`src/rtl/word_packer_32to64_pkg.sv`:
```
// word_packer_32to64_pkg: packer state encodings and lane constants shared with the 64->32 select path.
package word_packer_32to64_pkg;
   typedef enum logic {ST_EMPTY = 1'b0, ST_HALF = 1'b1} state_t;
   localparam logic LANE_LO = 1'b0;
   localparam logic LANE_HI = 1'b1;
endpackage

```
`src/rtl/word_packer_32to64_out_reg.sv`:
```
// word_packer_32to64_out_reg: registered packed word with partial flag; valid clears on drain unless reloaded.
module word_packer_32to64_out_reg #(
   parameter int W = 64
) (
   input  logic         i_clk,
   input  logic         i_rst,
   input  logic         i_load,
   input  logic         i_partial,
   input  logic         i_drain,
   input  logic [W-1:0] i_data,
   output logic [W-1:0] o_data,
   output logic         o_valid,
   output logic         o_partial
);
   logic [W-1:0] r_data;
   logic         r_valid;
   logic         r_partial;
   always_ff @(posedge i_clk or posedge i_rst) begin
      if (i_rst) begin
         r_data    <= '0;
         r_valid   <= 1'b0;
         r_partial <= 1'b0;
      end else if (i_load) begin
         r_data    <= i_data;
         r_valid   <= 1'b1;
         r_partial <= i_partial;
      end else if (i_drain) begin
         r_valid   <= 1'b0;
      end
   end
   assign o_data    = r_data;
   assign o_valid   = r_valid;
   assign o_partial = r_partial;
endmodule

```
`src/rtl/word_packer_32to64.sv`:
```
// word_packer_32to64: packs pairs of WORD_W-bit words into one 2*WORD_W word (first word low lane);
// Flush emits a pending half word as a partial output.
module word_packer_32to64
   import word_packer_32to64_pkg::*;
#(
   parameter int WORD_W    = 32,
   parameter bit ZERO_FILL = 1'b1
) (
   input  logic                Clk,
   input  logic                Reset,
   input  logic [WORD_W-1:0]   In,
   input  logic                InValid,
   output logic                InReady,
   input  logic                Flush,
   output logic [2*WORD_W-1:0] Out,
   output logic                OutValid,
   input  logic                OutReady,
   output logic                OutPartial,
   output logic                Sel
);
   state_t              r_state;
   state_t              w_next;
   logic [WORD_W-1:0]   r_hold;
   logic                w_slot_free;
   logic                w_accept;
   logic                w_flush;
   logic                w_load;
   logic [WORD_W-1:0]   w_fill;
   logic [2*WORD_W-1:0] w_data;
   // A draining output register is reusable in the same cycle, hence the OutReady->InReady path.
   assign w_slot_free = !OutValid | OutReady;
   assign InReady     = !Reset & ((r_state == ST_EMPTY) | w_slot_free);
   assign w_accept    = InValid & InReady;
   assign w_flush     = (r_state == ST_HALF) & !w_accept & Flush & w_slot_free;
   assign w_load      = ((r_state == ST_HALF) & w_accept) | w_flush;
   assign w_fill      = ZERO_FILL ? '0 : Out[2*WORD_W-1:WORD_W];
   assign w_data      = w_accept ? {In, r_hold} : {w_fill, r_hold};
   assign Sel         = (r_state == ST_HALF) ? LANE_HI : LANE_LO;
   always_comb begin
      w_next = r_state;
      if (w_accept) w_next = (r_state == ST_EMPTY) ? ST_HALF : ST_EMPTY;
      else if (w_flush) w_next = ST_EMPTY;
   end
   always_ff @(posedge Clk or posedge Reset) begin
      if (Reset) begin
         r_state <= ST_EMPTY;
         r_hold  <= '0;
      end else begin
         r_state <= w_next;
         if (w_accept && r_state == ST_EMPTY) r_hold <= In;
      end
   end
   word_packer_32to64_out_reg #(.W(2*WORD_W)) u_out (
      .i_clk     (Clk),
      .i_rst     (Reset),
      .i_load    (w_load),
      .i_partial (w_flush),
      .i_drain   (OutReady),
      .i_data    (w_data),
      .o_data    (Out),
      .o_valid   (OutValid),
      .o_partial (OutPartial)
   );
endmodule

```
`config.mk`:
```
export PLATFORM = sky130hd
export DESIGN_NAME = word_packer_32to64
export DESIGN_NICKNAME = d
export VERILOG_FILES = /design/src/rtl/word_packer_32to64_pkg.sv /design/src/rtl/word_packer_32to64_out_reg.sv /design/src/rtl/word_packer_32to64.sv
export SDC_FILE = /design/constraint.sdc
export NUM_CORES = 1
export LEC_CHECK = 0
export CORE_MARGIN = 2
export CORE_UTILIZATION = 49
export CTS_BUF_LIST = sky130_fd_sc_hd__clkbuf_16
export CTS_CLUSTER_DIAMETER = 30
export DETAILED_ROUTE_END_ITERATION = 7
export PLACE_DENSITY = 0.8
export SLEW_MARGIN = 20
export SYNTH_ARGS = -nofsm -noshare
export SYNTH_HDL_FRONTEND = slang
export SYNTH_HIERARCHICAL = 1
export SYNTH_SLANG_ARGS = --single-unit
```
`constraint.sdc`:
```
create_clock -name Clk -period 2.9 [get_ports Clk]
set_clock_uncertainty 0.15 [all_clocks]
set_input_delay 0.58 -clock Clk [delete_from_list [all_inputs] [get_ports Clk]]
set_output_delay 0.58 -clock Clk [all_outputs]
set_load 0.02 [all_outputs]
```
==> results.cfg <==
[clock_tree]
cts_tree = built
cts_num_sinks = 99
cts_root_buf = clkbuf_16
post_cts_resized = 0
clkSlewWorstSetupHoldPaths_ns = 0.06
clock_latency_ns = 0.33
htreeDepth = 3
clockBufferDepth = 2
post_cts_buffers = 0
cts.hold.buffers_added = 0
cts_buffers = 9

[floorplanning]
dieHeight_um = 96.6
num_rows = 33
die_x_um = 96.6
pin_count = 105
coreArea_mm2 = 0.00826
die_area_mm2 = 0.00932
initial_core_util_pct = 50.8

[worst_hold_path]
hold_path_depth = 1
hold_class = flip-flop to flip-flop

[sta]
slew_viol_final = 0
relSlewSlack_pct = 68.5
report.final.hold_viol_count = 0
setup_viol_count_final = 0
finalWorstSetupSlack_ns = 0.191
tns_ns = 0
fin_crit_sh_pct = 93.4
clock.fmax_mhz = 369
worstMarginPinSlew_ns = 0.472
rsz0062_at_grt = false
period_needed_ns = 2.71
holdWs_ns = 0.343

[worst_setup_path]
cp_common_cell = clkdlybuf4s50_1
rrSetupSlack_ns = 1.15
path_buf_inv = 2
worstSetupPathType = input port to primary output
critPathTopFamily = buffers and inverters
cp_num_cells = 4
reg2reg_depth = 4
cpMaxStageDelayCell = clkdlybuf4s50_1
slowest_delay_ns = 0.62
worstPathRequired_ns = 2.17
cp_cell_sequence = clkdlybuf4s50_1 > and3b_1 > nor2_1 > clkdlybuf4s50_1
worst_setup_path_start_kind = input port
worstPathArrival_ns = 1.98
cp_max_fo = 3
end_kind = primary output
critPathLaunch = OutReady
r2r_start = u_out/o_valid$_DFFE_PP0P_
r2r-end = u_out/o_data[25]$_DFFE_PP0P_
endpoint = InReady

[grt]
grt.total_usage_pct = 19.6
overflow = 0
first_global_vias = 2663
antenna_found_initial = 0
grt_pass1_wl_mm = 13.7
grt_max_degree = 34

[detailed_routing]
first_pass_iters = 3
first_iter_violations = 38
via_per_inst = 5.25
wire_per_inst_um = 18.3
drc = 0
antenna_left = 0
num_vias = 2527
wl_mm = 8.78

[place]
port_buffers = 104
hpwl_mm = 5.97
post-place-ws_ns = 0.194
gp_congestion = 0.729
dpl_cell_area_mm2 = 0.00541

[power_and_ir_drop]
p_per_area_mw_per_mm2 = 917
p_total_mw = 5.25
p_sw_mw = 1.57
p_leak_nw = 2.46
swShare_pct = 29.9
pwr-share-comb_pct = 36.6
p_int_mw = 3.68
ir_worst_vdd_uv = 502
clkPwrFrac_pct = 23.8
pwr-share-seq_pct = 39.6

[final_layout]
syn_to_final_growth_pct = 36.3
nets = 408
n_antenna_cell = 0
layout_commonest_cell = clkdlybuf4s50_1
final_cell_mix = clkdlybuf4s50_1 (104), dfrtp_1 (99), mux2_2 (56)
drive_gt1_share_pct = 33.8
fin_area_mm2 = 0.00572

[logic_synthesis]
synth_seq_cells = 99
yosysWarningCount = 6
ys_seq_area_share_pct = 59.0
syn-cell-area_mm2 = 0.00420
synth_cell_types = 18
syn_inst = 260
postSynthAreaPerCell_um2 = 16.1
synth_fp_nets = 297

[outcome]
outcome = complete, no violations

[run]
drv_cap = 0
## synth_stat cells
cell,instances,area share (%)
and4_1,1,0.21
dfrtp_1,99,59
nand2b_1,2,0.30
mux2_4,39,14
nor2_1,1,0.089
mux2_2,56,15
buf_2,9,1.1
o211a_1,1,0.24
mux2_1,2,0.54
a211o_1,1,0.21
a21o_1,1,0.18
nor3b_1,32,5.7
nor3b_4,1,0.45
clkbuf_1,1,0.089
nor2b_1,2,0.30
and3b_1,1,0.21
buf_6,8,2.1
inv_1,3,0.27
## routing by layer
metal / wire length (um) / vias up / GRT usage [%]
li1: - / 1137 / -
met1: 3810 / 1314 / 24.7
met2: 4410 / 68 / 33.3
met3: 453 / 8 / 5.74
met4: 111 / 0 / 4.81
met5: 0 / - / 0
## how the worst min path moves through the flow
stage,from,end,slack [ns]
floorplan,r_hold[28]$_DFFE_PP0P_,r_hold[28]$_DFFE_PP0P_,0.31
global route,r_hold[0]$_DFFE_PP0P_,u_out/o_data[0]$_DFFE_PP0P_,0.36
CTS,r_hold[28]$_DFFE_PP0P_,r_hold[28]$_DFFE_PP0P_,0.35
finish,r_hold[28]$_DFFE_PP0P_,r_hold[28]$_DFFE_PP0P_,0.34
detailed placement,r_hold[28]$_DFFE_PP0P_,r_hold[28]$_DFFE_PP0P_,0.34
global placement,r_hold[28]$_DFFE_PP0P_,r_hold[28]$_DFFE_PP0P_,0.32
## through the flow
| step | std cells | utilization [%] |
|---|---|---|
| floorplan | 260 | - |
| global route | 481 | 69.3 |
| detailed placement | 465 | 65.5 |
| finish | 481 | 69.3 |
| global placement | 465 | 65.5 |
| CTS | 481 | 69.3 |
## flip-flops by register name (all words and copies together), names as in the netlist
signal / count
r_state: 1
u_out/o_partial: 1
r_hold: 32
u_out/o_data: 64
u_out/o_valid: 1
## cell families (layout without fill, tap and decap cells)
group	Yosys count	in the layout	synth area share [%]
flops	99	99	59.0
mux	97	97	29.5
simple gates	40	40	7.27
buf+inv	21	137	3.58
compound gates	3	3	0.626
## layout make-up
cell class                 count  area (um2)
sequential                    99        2480
fill                         581        2530
clock buffer                   9         225
timing repair buffer         118        1210
multi-input combinational    140        1580
tap                          105         131
inverter                       3        11.3
clock inverter                 7        91.3
## power groups by stage
stage / combinational, mW / sequential, mW / clock, mW
after floorplan: 0.665 / 2.46 / 0
after global placement: 1.91 / 2.08 / 0
after detailed placement: 1.94 / 2.10 / 0
after CTS: 1.95 / 2.08 / 1.28
after global routing: 2.03 / 2.14 / 1.34
final: 1.92 / 2.08 / 1.25
Note: power is estimated with default switching activity, not from simulation.
